### src/rtl/keypad_scanner.sv
// keypad_scanner: 4x4 matrix keypad scanner with frame-level debounce and a one-cycle press strobe
module keypad_scanner #(
    parameter int SCAN_DIV = 1000,
    parameter int DEBOUNCE = 4
) (
    input  logic       clk,
    input  logic       rst_n,
    input  logic [3:0] col_n,
    output logic [3:0] row_n,
    output logic [3:0] key,
    output logic       key_valid,
    output logic       key_down
);
    localparam int DW = $clog2(SCAN_DIV);
    localparam int CW = $clog2(DEBOUNCE + 1);
    localparam logic [DW-1:0] DIV_MAX = DW'(SCAN_DIV - 1);
    localparam logic [CW-1:0] DEB = CW'(DEBOUNCE);

    typedef enum logic {IDLE, PRESSED} state_t;
    typedef enum logic [1:0] {NONE, SINGLE, MULTI} cls_t;

    logic [3:0]      meta_q, col_q;
    logic [DW-1:0]   div_q, div_d;
    logic [1:0]      r_q, r_d;
    logic [2:0][3:0] acc_q, acc_d;
    cls_t            last_cls_q, last_cls_d, cls;
    logic [3:0]      last_code_q, last_code_d, code;
    logic [CW-1:0]   stable_q, stable_d;
    state_t          state_q, state_d;
    logic [3:0]      key_q, key_d;
    logic            key_valid_q, key_valid_d;
    logic [15:0]     map;
    logic            sample, frame_end, same;

    always_comb begin
        sample = div_q == DIV_MAX;
        frame_end = sample && r_q == 2'd3;
        div_d = sample ? '0 : div_q + 1'b1;
        r_d = sample ? r_q + 2'd1 : r_q;
        for (int i = 0; i < 3; i++) acc_d[i] = (sample && r_q == 2'(i)) ? ~col_q : acc_q[i];
        // row 3 is classified straight from the live sample, so it never needs a slot
        map = {~col_q, acc_q};
        cls = map == '0 ? NONE : $countones(map) == 1 ? SINGLE : MULTI;
        code = '0;
        for (int i = 0; i < 16; i++) if (cls == SINGLE && map[i]) code = 4'(i);
        same = cls == last_cls_q && code == last_code_q;
        last_cls_d = frame_end ? cls : last_cls_q;
        last_code_d = frame_end ? code : last_code_q;
        stable_d = !frame_end ? stable_q : !same ? CW'(1) : stable_q == DEB ? stable_q : stable_q + 1'b1;
        key_valid_d = frame_end && state_q == IDLE && cls == SINGLE && stable_d == DEB;
        key_d = key_valid_d ? code : key_q;
        state_d = key_valid_d ? PRESSED :
                  (frame_end && state_q == PRESSED && cls == NONE && stable_d == DEB) ? IDLE : state_q;
    end

    always_ff @(posedge clk or negedge rst_n) begin
        if (!rst_n) begin
            meta_q      <= '1;
            col_q       <= '1;
            div_q       <= '0;
            r_q         <= '0;
            acc_q       <= '0;
            last_cls_q  <= NONE;
            last_code_q <= '0;
            stable_q    <= DEB;
            state_q     <= IDLE;
            key_q       <= '0;
            key_valid_q <= 1'b0;
        end else begin
            meta_q      <= col_n;
            col_q       <= meta_q;
            div_q       <= div_d;
            r_q         <= r_d;
            acc_q       <= acc_d;
            last_cls_q  <= last_cls_d;
            last_code_q <= last_code_d;
            stable_q    <= stable_d;
            state_q     <= state_d;
            key_q       <= key_d;
            key_valid_q <= key_valid_d;
        end
    end

    assign row_n     = ~(4'b0001 << r_q);
    assign key       = key_q;
    assign key_valid = key_valid_q;
    assign key_down  = state_q == PRESSED;
endmodule

### config.mk
export PLATFORM = sky130hd
export DESIGN_NAME = keypad_scanner
export DESIGN_NICKNAME = d
export VERILOG_FILES = /design/src/rtl/keypad_scanner.sv
export SDC_FILE = /design/constraint.sdc
export NUM_CORES = 1
export LEC_CHECK = 0
export CAP_MARGIN = 20
export CELL_PAD_IN_SITES_DETAIL_PLACEMENT = 0
export CELL_PAD_IN_SITES_GLOBAL_PLACEMENT = 1
export CORE_MARGIN = 4
export CORE_UTILIZATION = 49
export CTS_BUF_LIST = sky130_fd_sc_hd__clkbuf_4 sky130_fd_sc_hd__clkbuf_8
export CTS_CLUSTER_DIAMETER = 120
export DETAILED_ROUTE_END_ITERATION = 8
export GPL_TIMING_DRIVEN = 0
export PLACE_DENSITY_LB_ADDON = 0.1
export SYNTH_ARGS = -nofsm -noshare
export SYNTH_HDL_FRONTEND = slang
export SYNTH_SLANG_ARGS = --single-unit
### constraint.sdc
create_clock -name clk -period 5.7 [get_ports clk]
set_input_delay 1.425 -clock clk [delete_from_list [all_inputs] [get_ports clk]]
set_output_delay 1.425 -clock clk [all_outputs]
set_load 0.02 [all_outputs]
==> flow_summary_export.csv <==
group,metric,value,unit
setup_path,crit_path_end_kind,"flip-flop",
drt,wirelength,4580,µm
drt,wl_per_cell,13.0,µm
power,power.leakage,1.33,nW
logic_synthesis,postSynthCellCount,255,
setup_path,cp_max_fo,8,
floorplanning,placementRows,26,
global_route,grt_max_degree,35,
placement,portBuffers,15,
floorplanning,die_w,81.2,µm
clocking,cts_hold_buffers,0,
worst_hold_path,hold_class,"flip-flop to flip-flop",
clocking,h-tree-depth,2,
clocking,cts_buffers,5,
clocking,cts_root_buffer,"clkbuf_8",
timing,slew_viol_final,0,
finish,antenna_cells,0,
global_route,grt_pass1_vias,1861,
setup_path,critPathLaunch,"acc_q[0]",
setup_path,cp.arrival,5.60,ns
drt,route.detailed.vias_per_inst,5.09,
setup_path,slowest_stage,"fa_1",
logic_synthesis,syn_area,2630,µm²
logic_synthesis,synthArstFlopShare,100,%
finish,drive_gt1_share,16.4,%
global_route,track_usage,16.9,%
logic_synthesis,synth.avg_cell_area,10.3,µm²
finish,fin_nets,309,
placement,gp_congestion,0.777,
logic_synthesis,synth_cell_types,46,
logic_synthesis,synth_edf_count,0,
timing,max_freq,185,MHz
run,cap_viol_max_count,0,
global_route,grt-ovfl-total,0,
global_route,grt_antenna_before_repair,0,
setup_path,rrSetupSlack,0.29,ns
clocking,clkTransAtPathRegs,0.09,ns
placement,preCtsSetupSlack,-0.0101,ns
timing,fin_crit_sh,95.0,%
clocking,clkSinkCount,47,
floorplanning,die_area,6600,µm²
timing,setup-tns-final,0,ns
worst_hold_path,hp-start,"meta_q[2]",
setup_path,cp_top_family,"adder cells",
timing,fin_crit,5.41,ns
timing,finalClockSkew,0.00788,ns
floorplanning,design.core.area,5140,µm²
drt,drc_errors,0,
clocking,insertion_delay,0.30,ns
timing,worstMarginPinSlew,0.660,ns
logic_synthesis,ys_seq_area_share,45.2,%
clocking,cts_buffer_depth,2,
logic_synthesis,synth_nets,284,
setup_path,r2r-start,"acc_q[0]",
setup_path,path_cells,"fa_1 > inv_1 > fa_1 > inv_1 > fa_1 > inv_1 > fa_1 > inv_1 > ha_1 > fa_1 > nor4b_2 > o211ai_1 > or2b_4 > a41oi_2 > xnor2_1 > nand4_4 > nor3_4 > mux2_2",
floorplanning,io_pins,16,
logic_synthesis,ys_warn_count,0,
power,peakVddDrop,0.000178,V
logic_synthesis,synth_flop_cell,"dfrtp_1",
power,power_density,204,nW/µm²
outcome,status,"complete, no violations",
drt,vias,1788,
placement,dp.final_hpwl,3500,µm
timing,final-setup-viol-count,0,
finish,fillers,488,
timing,hold_viol_final,0,
setup_path,timing.critical_path.buf_inv,4,
setup_path,worstSetupPathType,"flip-flop to flip-flop",
setup_path,cpMostUsedCell,"fa_1",
placement,place_inst,342,
floorplanning,die_y,81.2,µm
drt,ant_nets,0,
timing,relSlewSlack,55.6,%
setup_path,startpoint_type,"flip-flop",
finish,area_growth,14.2,%
setup_path,cp_data_required_time,5.88,ns
finish,instances_no_fill,351,
logic_synthesis,ys_ff_latch,47,
clocking,cts_tree,"yes",
setup_path,slowest_delay,0.54,ns
drt,dr.pass1.iters,4,
drt,initialDrtViolationCount,72,
timing,fin_ws,0.285,ns
global_route,grt_pass1_wl,8450,µm
floorplanning,initial_core_util,51.1,%
==> final timing paths <==
| kind | to | depth (start not counted) |
|---|---|---|
| max | key[3] | 18 |
| min | col_q[2] | 0 |
| max reg2reg | key[3] | 18 |
| min reg2reg | col_q[2] | 0 |
| max in group asynchronous | stable_q[2] | 2 |
| min in group asynchronous | r_q[1] | 1 |
==> worst reg2reg max path: cells and delay by family, from the launching register on <==
kind            cells  cell delay, ns
fa+ha+maj           6            2.65
buf+inv             4            0.19
mux                 1            0.36
compound gates      2            0.41
xor+xnor            1            0.20
flops               1            0.42
simple gates        4            1.06
==> stage by stage <==
step	area (µm²)	total power [mW]	hold slack (ns)	utilization, %
global placement	2870	0.405	0.345	55.7
global route	3000	0.651	0.362	58.4
floorplan	2630	0.384	0.345	-
finish	3000	0.613	0.359	58.4
CTS	2990	0.624	0.360	58.2
detailed placement	2890	0.408	0.347	56.1
==> synthesized netlist by cell type (2+ instances only) <==
cell	n	area share, %
a31oi_1	2	0.48
a21oi_1	9	1.7
nand2_1	25	3.6
xnor2_1	4	1.3
inv_1	39	5.6
xor2_1	4	1.3
nor3_1	4	0.76
o311ai_0	2	0.67
mux2_2	8	3.4
nor3b_1	2	0.57
nor2b_1	2	0.48
o211ai_1	3	0.86
dfstp_2	9	9.0
or4_1	4	1.1
fa_1	10	7.6
ha_1	13	6.2
a31o_2	2	0.67
nor2_1	16	2.3
o21ai_0	22	4.2
nand3_1	5	0.95
clkbuf_1	2	0.29
o41ai_1	2	0.67
nor4_1	3	0.71
dfrtp_1	38	36
nand4_1	4	0.95
==> area by class of cell <==
class / instances / area [µm²] / area share (%)
Multi-Input combinational cell: 165 / 1280 / 42.6
Sequential cell: 47 / 1190 / 39.7
Timing Repair Buffer: 18 / 178 / 5.92
Inverter: 39 / 146 / 4.88
Tap cell: 70 / 87.6 / 2.92
Clock buffer: 6 / 82.6 / 2.75
Buffer: 4 / 20.0 / 0.667
Clock inverter: 2 / 16.3 / 0.542
==> routing by layer <==
layer / GRT usage, % / vias up / wire, µm
met4: 5.41 / 0 / 78
met5: 0 / - / 0
met1: 22.2 / 841 / 2230
met3: 4.21 / 9 / 141
li1: - / 917 / -
met2: 27.3 / 21 / 2130
==> where the power goes <==
part           switching, mW  internal, mW  total (mW)
Combinational         0.0370        0.0261      0.0631
Clock                  0.110        0.0990       0.209
Sequential           0.00280         0.338       0.341
==> cells by family (layout without fill, tap and decap cells) <==
family	Yosys count	after routing	share of synthesized area (%)
simple gates	75	75	16.1
buf+inv	43	69	6.33
compound gates	50	50	12.1
mux	9	9	3.81
fa+ha+maj	23	23	13.8
flops	47	47	45.2
xor+xnor	8	8	2.67
==> what timing repair did <==
action | CTS | global route
pin swaps | 1 | 1
gates resized for setup | 0 | 4
setup buffers | 1 | 0
endpoints found under the setup margin | 4 | 5
hold endpoints to repair | 0 | 0
==> state kept, by name, summed over array words and instances, names as in the netlist <==
name	cells
col_q	4
key_down	1
key	4
last_code_q	4
div_q	10
key_valid	1
meta_q	4
last_cls_q	2
acc_q	12
stable_q	3
r_q	2
==> cell usage in the layout, fill, tap and decap left out, types with 2 or more instances in the layout <==
cell type,n
o311ai_0,2
nand2_1,25
a31o_2,2
fa_1,10
nor3b_1,2
inv_1,39
nand4_1,4
o41ai_1,2
nand3_1,5
nor4_1,3
dfstp_2,9
clkbuf_8,6
nor2b_1,2
o21ai_0,22
ha_1,13
clkbuf_1,2
buf_2,2
nor3_1,4
dfrtp_2,3
buf_4,2
dfrtp_1,35
a21oi_1,9
nor2_1,16
mux2_2,8
o211ai_1,3
clkdlybuf4s50_1,14
a31oi_1,2
xnor2_1,4
xor2_1,4
or4_1,4
Note: power is estimated with default switching activity, not from simulation.
